### src/rtl/rgb_set_batcher.sv
// Groups completed RGB sets into batches, offers each one to a consumer and holds it until ack.
// Define BATCH_TIMEOUT_EN to flush a partly filled batch after TIMEOUT_CYC cycles with no det.
module rgb_set_batcher #(
  parameter int BATCH_SIZE  = 4,
  parameter int TIMEOUT_CYC = 16
) (
  input  logic       clk,
  input  logic       rst,
  input  logic       det,
  input  logic       clr,
  input  logic       ack,
  output logic       batch_req,
  output logic [3:0] set_cnt,
  output logic [7:0] batch_cnt,
  output logic       ovf,
  output logic       partial
);

  if (BATCH_SIZE < 2 || BATCH_SIZE > 15 || TIMEOUT_CYC < 2 || TIMEOUT_CYC > 255) begin : g_param_chk
    $error("rgb_set_batcher: BATCH_SIZE or TIMEOUT_CYC out of range");
  end

  typedef enum logic [1:0] {IDLE, FILL, HOLD} state_t;

  localparam logic [3:0] BS    = 4'(BATCH_SIZE);
  localparam logic [3:0] BS_M1 = 4'(BATCH_SIZE - 1);

  state_t     state, state_nxt;
  logic [3:0] set_cnt_nxt, pend, pend_nxt;
  logic [7:0] batch_cnt_nxt;
  logic       ovf_nxt, batch_req_nxt;

`ifdef BATCH_TIMEOUT_EN
  localparam logic [7:0] TMO_LOAD = 8'(TIMEOUT_CYC - 1);
  logic [7:0] tmo, tmo_nxt;
  logic       tmo_hit, partial_nxt;
`endif

  always_ff @(posedge clk) begin
    if (rst) begin
      state     <= IDLE;
      set_cnt   <= '0;
      pend      <= '0;
      batch_cnt <= '0;
      ovf       <= 1'b0;
      batch_req <= 1'b0;
`ifdef BATCH_TIMEOUT_EN
      tmo       <= '0;
      partial   <= 1'b0;
`endif
    end else begin
      state     <= state_nxt;
      set_cnt   <= set_cnt_nxt;
      pend      <= pend_nxt;
      batch_cnt <= batch_cnt_nxt;
      ovf       <= ovf_nxt;
      batch_req <= batch_req_nxt;
`ifdef BATCH_TIMEOUT_EN
      tmo       <= tmo_nxt;
      partial   <= partial_nxt;
`endif
    end
  end

  always_comb begin
    state_nxt     = state;
    set_cnt_nxt   = set_cnt;
    pend_nxt      = pend;
    batch_cnt_nxt = batch_cnt;
    ovf_nxt       = ovf;
`ifdef BATCH_TIMEOUT_EN
    tmo_nxt       = tmo;
    tmo_hit       = 1'b0;
`endif
    if (clr) begin
      state_nxt   = IDLE;
      set_cnt_nxt = '0;
      pend_nxt    = '0;
      ovf_nxt     = 1'b0;
`ifdef BATCH_TIMEOUT_EN
      tmo_nxt     = '0;
`endif
    end else begin
      case (state)
        IDLE, FILL: begin
          if (det) begin
            set_cnt_nxt = set_cnt + 4'd1;
            state_nxt   = (set_cnt + 4'd1 == BS) ? HOLD : FILL;
`ifdef BATCH_TIMEOUT_EN
            tmo_nxt     = TMO_LOAD;
          end else if (state == FILL) begin
            // down-counter reaches zero on the TIMEOUT_CYC-th idle cycle
            if (tmo == 8'd0) begin
              tmo_hit   = 1'b1;
              state_nxt = HOLD;
            end else begin
              tmo_nxt   = tmo - 8'd1;
            end
`endif
          end
        end
        HOLD: begin
          if (ack) begin
            batch_cnt_nxt = batch_cnt + 8'd1;
            set_cnt_nxt   = pend + {3'b000, det};
            pend_nxt      = '0;
            if (pend + {3'b000, det} == 4'd0) state_nxt = IDLE;
            else if (pend + {3'b000, det} < BS) state_nxt = FILL;
            else state_nxt = HOLD;
`ifdef BATCH_TIMEOUT_EN
            tmo_nxt       = TMO_LOAD;
`endif
          end else if (det) begin
            if (pend == BS_M1) ovf_nxt = 1'b1;
            else pend_nxt = pend + 4'd1;
          end
        end
        default: state_nxt = IDLE;
      endcase
    end
  end

  always_comb begin
    batch_req_nxt = (state_nxt == HOLD);
`ifdef BATCH_TIMEOUT_EN
    partial_nxt = partial;
    // a batch re-offered straight after ack is always a full one
    if (state_nxt != HOLD || (state == HOLD && ack)) partial_nxt = 1'b0;
    if (tmo_hit) partial_nxt = 1'b1;
`endif
  end

`ifndef BATCH_TIMEOUT_EN
  assign partial = 1'b0;
`endif

endmodule

### config.mk
export PLATFORM = sky130hd
export DESIGN_NAME = rgb_set_batcher
export DESIGN_NICKNAME = d
export VERILOG_FILES = /design/src/rtl/rgb_set_batcher.sv
export SDC_FILE = /design/constraint.sdc
export NUM_CORES = 1
export LEC_CHECK = 0
export CORE_AREA = 2 2 48 54
export DETAILED_ROUTE_END_ITERATION = 10
export DIE_AREA = 0 0 50 56
export PLACE_DENSITY = 0.77
export SETUP_SLACK_MARGIN = 0.05
export SLEW_MARGIN = 20
export SYNTH_ARGS = -nofsm -noshare
export SYNTH_HDL_FRONTEND = slang
export SYNTH_SLANG_ARGS = --single-unit
### constraint.sdc
create_clock -name clk -period 4.35 [get_ports clk]
set_input_delay 1.0875 -clock clk [delete_from_list [all_inputs] [get_ports clk]]
set_output_delay 1.0875 -clock clk [all_outputs]
set_load 0.005 [all_outputs]
==> summary.md, run 1 <==
| Metric | Value |
|---|---|
| Initial antenna violation count | `0` |
| CP max-delay cell | `clkdlybuf4s50_1` |
| NumNets Final | `between 150 and 200` |
| Clock transition at path regs | `around 0.13 ns` |
| Final Util | `0.608` |
| Final hold slack | `just under 0.5 ns` |
| Root buf cell | `clkbuf_4` |
| Post-Syn Area | `0.00115 sq mm` |
| Die Ht | `about 56 microns` |
| Max Root-Sink Buffers | `2` |
| # diodes | `0` |
| Endpoint type of the worst setup path | `register` |
| Starting Density | `0.518` |
| Share of layout cells above drive strength 1 | `0.0863` |
| Register area share after synthesis | `0.347` |
| WL final | `2260 microns` |
| Pins over their slew limit | `0` |
| Hold-fix buffers, CTS | `0` |
| Pwr/cell area | `about 270 mW/mm^2` |
| Fin area | `0.00136 sq mm` |
| Syn nets | `136` |
| Area Overhead vs Synth | `17.3%` |
| CP Class | `input port to register` |
| PnR Total Power | `361 uW` |
| Worst Hold Class | `register to register` |
| DRT Pass-1 Iters | `7` |
| Unrepaired setup endpoints after global routing | `no` |
| Mean Syn Cell Area | `between 9 and 10 sq um` |
| Postcts setup bufs | `0` |
| Arr. time, crit path | `3.07 ns` |
| Vias in the first global route | `897` |
| Via count | `955` |
| Largest stage delay, worst path | `roughly 0.56 ns` |
| Area occupied by multi-input gates | `677 sq um` |
| WP buf/inv | `1` |
| Htree depth | `1` |
| Crit-path leading delay family | `buffers and inverters` |
| Distinct cell type count after synthesis | `44` |
| Std-Cell Rows | `18` |
| Drt drc | `0` |
| Cell taking the most area after synthesis | `dfxtp_1` |
| Worst-Skew Late Latency | `0.31 ns` |
| Total global routing track utilization | `0.175` |
| Post-route antenna net violation count | `0` |
| Worst Skew | `0.0146 ns` |
| Cells after Synth | `125` |
| Reg area | `between 400 and 500 sq um` |
| Worst Path Required | `4.58 ns` |
| Register bit total from synthesis | `20` |
| Critical path fanouts, max | `8` |
| WL/cell | `13.4 microns` |
| Lkg Pwr | `0.000486 uW` |
| Upper clock frequency limit | `0.352 GHz` |
| CTS tree | `yes` |
| Grt total ovfl | `0` |
| Die X-Extent | `50 microns` |
| Final period util | `0.653` |
| Pin count of the biggest net entering global routing | `13` |
| Min cycle time layout | `2.84 ns` |
| Cts bufs inserted | `3` |
| Slew HR | `0.660` |
| Area contributors post-synth | `dfxtp_1 35%, ha_1 6.5%, nor2_1 5.5%, xor2_1 4.6%, nand4_1 3.3%` |
| Max VDD drop | `between 0.15 and 0.2 mV` |
| Die ar. | `0.00280 sq mm` |
| Setup violators final | `0` |
| Status | `complete, no violations` |
| Vias per cell | `5.65` |
| CTS resizes | `0` |
| Asr flop ratio synth | `0` |
| Critical-path cell list | `clkdlybuf4s50_1 > ha_1 > ha_1 > or4b_4 > o31ai_4 > o2111ai_1 > o31ai_1` |
| Core area | `0.00223 sq mm` |
| Routability congestion estimate | `0.822` |
| Most common cell type on the critical path | `ha_1` |
| Starting DRT DRC Count | `14` |
| EDFF count, synth | `0` |
| Layout fillers | `185` |
| Sum Neg Setup Slack | `0 ns` |
| Port bufs | `18` |
| CTS sink count | `20` |
| Max Cap Viol | `0` |
| Final hold vios | `0` |
| Primary FF master, synth | `dfxtp_1` |
| Placed Instance Area | `0.00130 sq mm` |
| Wire length of the first global-routing pass | `slightly below 4000 microns` |
| Io pins | `20` |
| Yosys top cell area share | `0.347` |
| Worst-margin pin slew | `a little over 0.5 ns` |
| Hpwl dp | `approximately 1600 microns` |
| Yosys warning total | `0` |
| Startpoint Class | `input port` |
## cell usage after synthesis (3+ instances only)
library cell / number
nand4_1: 6
xor2_1: 6
mux2i_1: 3
o21ai_0: 5
xnor2_1: 4
nand2_1: 5
buf_6: 3
nor2_1: 17
nand3_1: 3
dfxtp_1: 20
buf_2: 3
ha_1: 6
a21oi_1: 6
## path summary, 6_finish.rpt
check | slack (ns) | end | cells after the start | start
hold reg to reg | 0.48 | ovf | 2 | ovf
setup reg to reg | 2.57 | state[0] | 6 | pend[0]
setup / recovery | 1.51 | state[0] | 7 | det
hold / removal | 0.48 | ovf | 2 | ovf
## power by group
part | internal, uW | leakage [uW] | switching, uW | total [uW]
Clock | 93.2 | 0.0000279 | 60.7 | 154
Combinational | 9.66 | 0.000297 | 11.7 | 21.3
Sequential | 184 | 0.000161 | 1.80 | 186
## worst reg2reg max path, delay by kind of cell (launching register included)
kind | cells | cell delay [ns]
flops | 1 | 0.37
compound gates | 3 | 0.37
fa+ha+maj | 2 | 0.46
simple gates | 1 | 0.51
## cell type report
| class | count | area share |
|---|---|---|
| clock buffers | 3 | 0.0166 |
| flip-flops and latches | 20 | 0.295 |
| well taps | 30 | 0.0277 |
| inverters | 2 | 0.00554 |
| multi-input cells | 95 | 0.500 |
| repair buffers | 18 | 0.133 |
| clock inverters | 1 | 0.0222 |
## logic make-up (layout without fill, tap and decap cells)
logic type	count (synthesis)	after routing	share of synthesized area
AO/OA/AOI/OAI	25	25	0.165
XOR/XNOR	10	10	0.0758
adder cells (fa/ha/maj)	6	6	0.0650
buffers and inverters	10	24	0.0672
flip-flops	20	20	0.347
multiplexers	4	4	0.0358
other	1	1	0.00325
AND/OR/NAND/NOR	49	49	0.242
## per-layer routing
metal | wire, microns | vias up | global-route usage
li1 | - | 483 | -
met1 | 986 | 438 | 0.212
met2 | 1130 | 28 | 0.297
met3 | 115 | 6 | 0.0296
met4 | 35 | 0 | 0.0794
met5 | 0 | - | 0
## flip-flops by register name, indices dropped and copies added (netlist names)
signal     cells
pend           4
state          2
batch_cnt      8
batch_req      1
set_cnt        4
ovf            1
## cell usage in the layout, fill, tap and decap left out, types with 2 or more instances in the layout
master and instances:
a21oi_1 6, a311oi_1 2, a31o_1 2, and3_1 2, clkbuf_4 3, clkdlybuf4s50_1 18, dfxtp_1 20, ha_1 6
inv_1 2, mux2i_1 3, nand2_1 5, nand2b_1 2, nand3_1 3, nand4_1 6, nor2_1 17, nor2b_1 2
nor3_1 2, o21ai_0 5, xnor2_1 4, xor2_1 6
## through the flow
stage                     setup slack, ns  cells
final                                1.51    169
after global routing                 1.40    169
after CTS                            1.52    169
after detailed placement             1.22    165
after global placement               1.26    165
after floorplan                      1.92    125
No activity file was read; power rests on OpenSTA's default activity.
==> run 2: changes to the inputs <==
- CORE_AREA: 2 2 48 54 -> 2 2 51 58
- DIE_AREA: 0 0 50 56 -> 0 0 53 60
- PLACE_DENSITY: 0.77 -> 0.71
- clock period: 4.35 -> 2.45 ns (I/O delays scaled with it)
==> run 2 against run 1 <==
  * Setup slack got worse by 1.1 ns
  * Die area rose by 14%
  * Clock skew fell by 0.012 ns
  * Utilization fell by 7.6 points
  * Register-to-register slack got worse by 1.8 ns
  * Routed wire length fell by 2.6%
  * Final area rose by 3.0%
  * Sequential cell count did not move
  * Global-route usage fell by 0.79 points
  * First-iteration DRC count rose by 7.1%
  * Sequential share of layout area fell by 0.87 points
  * Power rose by 78%
  * Critical path type unchanged
  * Highest routed layer unchanged
==> summary.md, run 2 (synthesis gave the netlist of run 1 again) <==
| Metric | Value |
|---|---|
| Std-Cell Rows | `20` |
| Hpwl dp | `1670 microns` |
| CTS resizes | `0` |
| Layout fillers | `253` |
| Max Root-Sink Buffers | `2` |
| Upper clock frequency limit | `0.481 GHz` |
| NumNets Final | `156` |
| Unrepaired setup endpoints after global routing | `no` |
| Fin cells | `177` |
| Root buf cell | `clkbuf_4` |
| Pins over their slew limit | `0` |
| Largest stage delay, worst path | `0.50 ns` |
| WL final | `2210 microns` |
| Dpl cells | `between 150 and 200` |
| Worst Path Required | `2.66 ns` |
| Io pins | `20` |
| DRT Pass-1 Iters | `4` |
| Worst-margin pin slew | `0.519 ns` |
| Htree depth | `1` |
| Share of layout cells above drive strength 1 | `0.118` |
| Starting DRT DRC Count | `15` |
| Starting Density | `0.440` |
| Die ar. | `~0.0032 sq mm` |
| Setup violators final | `0` |
| Min cycle time layout | `just over 2 ns` |
| WL/cell | `12.5 microns` |
| Endpoint type of the worst setup path | `register` |
| Most common cell after layout, fill and taps aside | `dfxtp_1` |
| Port bufs | `18` |
| # diodes | `0` |
| Commonest non-fill, non-tap cells in the layout | `20 x dfxtp_1, 18 x clkdlybuf4s50_1, 17 x nor2_1` |
| Initial antenna violation count | `0` |
| Worst Skew | `0.00272 ns` |
| Worst hold stages | `2` |
| Clock transition at path regs | `0.12 ns` |
| Final period util | `0.848` |
| Die Ht | `60 microns` |
| Arr. time, crit path | `about 2.3 ns` |
| WP buf/inv | `1` |
| Hold Startpoint | `ovf` |
| R2R Setup Slk | `0.74 ns` |
| Crit-path leading delay family | `simple AND/OR/NAND/NOR gates` |
| CTS sink count | `20` |
| Hold-critical path endpoint | `ovf` |
| Lkg Pwr | `0.000512 uW` |
| Sum Neg Setup Slack | `0 ns` |
| Area Overhead vs Synth | `20.9%` |
| Critical path fanouts, max | `2` |
| Postcts setup bufs | `0` |
| Worst R2R End | `state[1]` |
| Most common cell type on the critical path | `ha_1` |
| CP max-delay cell | `or4b_4` |
| Biggest regs | `batch_cnt: 8 flops, pend: 4 flops, set_cnt: 4 flops` |
| Wire length of the first global-routing pass | `4000 microns` |
| Fin area | `0.00140 sq mm` |
| Cts bufs inserted | `3` |
| Max reg flops | `8` |
| Drt drc | `0` |
| Via count | `between 900 and 1000` |
| Largest Register | `batch_cnt` |
| PnR Total Power | `642 uW` |
| Hold-fix buffers, CTS | `0` |
| Worst reg2reg startpoint | `pend[0]` |
| Reg2reg path depth | `6` |
| Vias in the first global route | `between 900 and 1000` |
| Critical-path cell list | `clkdlybuf4s50_1 > ha_1 > ha_1 > or4b_4 > o31ai_4 > nor3_4 > a31o_1` |
| Slew HR | `0.649` |
| Pin count of the biggest net entering global routing | `13` |
| Die X-Extent | `~53 microns` |
| Core area | `0.00263 sq mm` |
| Post-route antenna net violation count | `0` |
| Placed Instance Area | `about 0.0013 sq mm` |
| CTS tree | `yes` |
| Startpoint Class | `input port` |
| Max VDD drop | `~0.36 mV` |
| Total global routing track utilization | `0.167` |
| Vias per cell | `5.44` |
| Worst-Skew Late Latency | `0.30 ns` |
| Final hold vios | `0` |
| Worst Hold Class | `register to register` |
| Status | `complete, no violations` |
| Max Cap Viol | `0` |
| Routability congestion estimate | `0.833` |
| Grt total ovfl | `0` |
| CP Class | `input port to register` |
| Pwr/cell area | `460 mW/mm^2` |
run 2: cell count changes in the layout (fill, tap and decap cells not counted):
cell / change
buf_4: +5
run 2: through the flow:
stage	setup WS [ns]	hold WS, ns	util
floorplan	0.498	0.461	-
global placement	0.0640	0.452	0.511
detailed placement	0.0365	0.468	0.511
CTS	0.379	0.498	0.531
global route	0.303	0.524	0.531
finish	0.372	0.489	0.531
run 2: how the worst max path moves through the flow:
stage	from	to	cells past startpoint	slack, ns
after detailed placement	det	batch_req	7	0.04
after CTS	det	batch_req	7	0.38
after global placement	det	batch_req	7	0.06
after global routing	det	state[0]	7	0.30
final	det	state[1]	7	0.37
after floorplan	det	batch_req	6	0.50
run 2: power by group:
| part | switching (uW) | internal, uW |
|---|---|---|
| clock network | 105 | 165 |
| logic | 20.5 | 20.2 |
| registers | 3.21 | 327 |
| total | 129 | 513 |
run 2: cell type report:
| class | instances | area (sq um) | area share |
|---|---|---|---|
| flip-flops and latches | 20 | 400 | 0.287 |
| clock inverters | 1 | 30.0 | 0.0215 |
| multi-input cells | 95 | 677 | 0.485 |
| inverters | 2 | 7.51 | 0.00538 |
| clock buffers | 3 | 22.5 | 0.0161 |
| well taps | 33 | 41.3 | 0.0296 |
| repair buffers | 23 | 218 | 0.156 |
run 2: metal layers:
metal / vias to the layer above / routed length [microns] / GRT usage / part of all wire
met3: 6 / 60 / 0.0275 / 0.027
met4: 0 / 43 / 0.0952 / 0.019
li1: 497 / - / - / -
met2: 18 / 1080 / 0.273 / 0.49
met5: - / 0 / 0 / 0
met1: 442 / 1020 / 0.206 / 0.46
run 2: worst reg2reg max path, stage by stage (launching register included):
cell     delay [ns]
dfxtp_1        0.37
ha_1           0.21
ha_1           0.20
or4b_4         0.50
o31ai_4        0.09
nor3_4         0.06
a31o_1         0.19
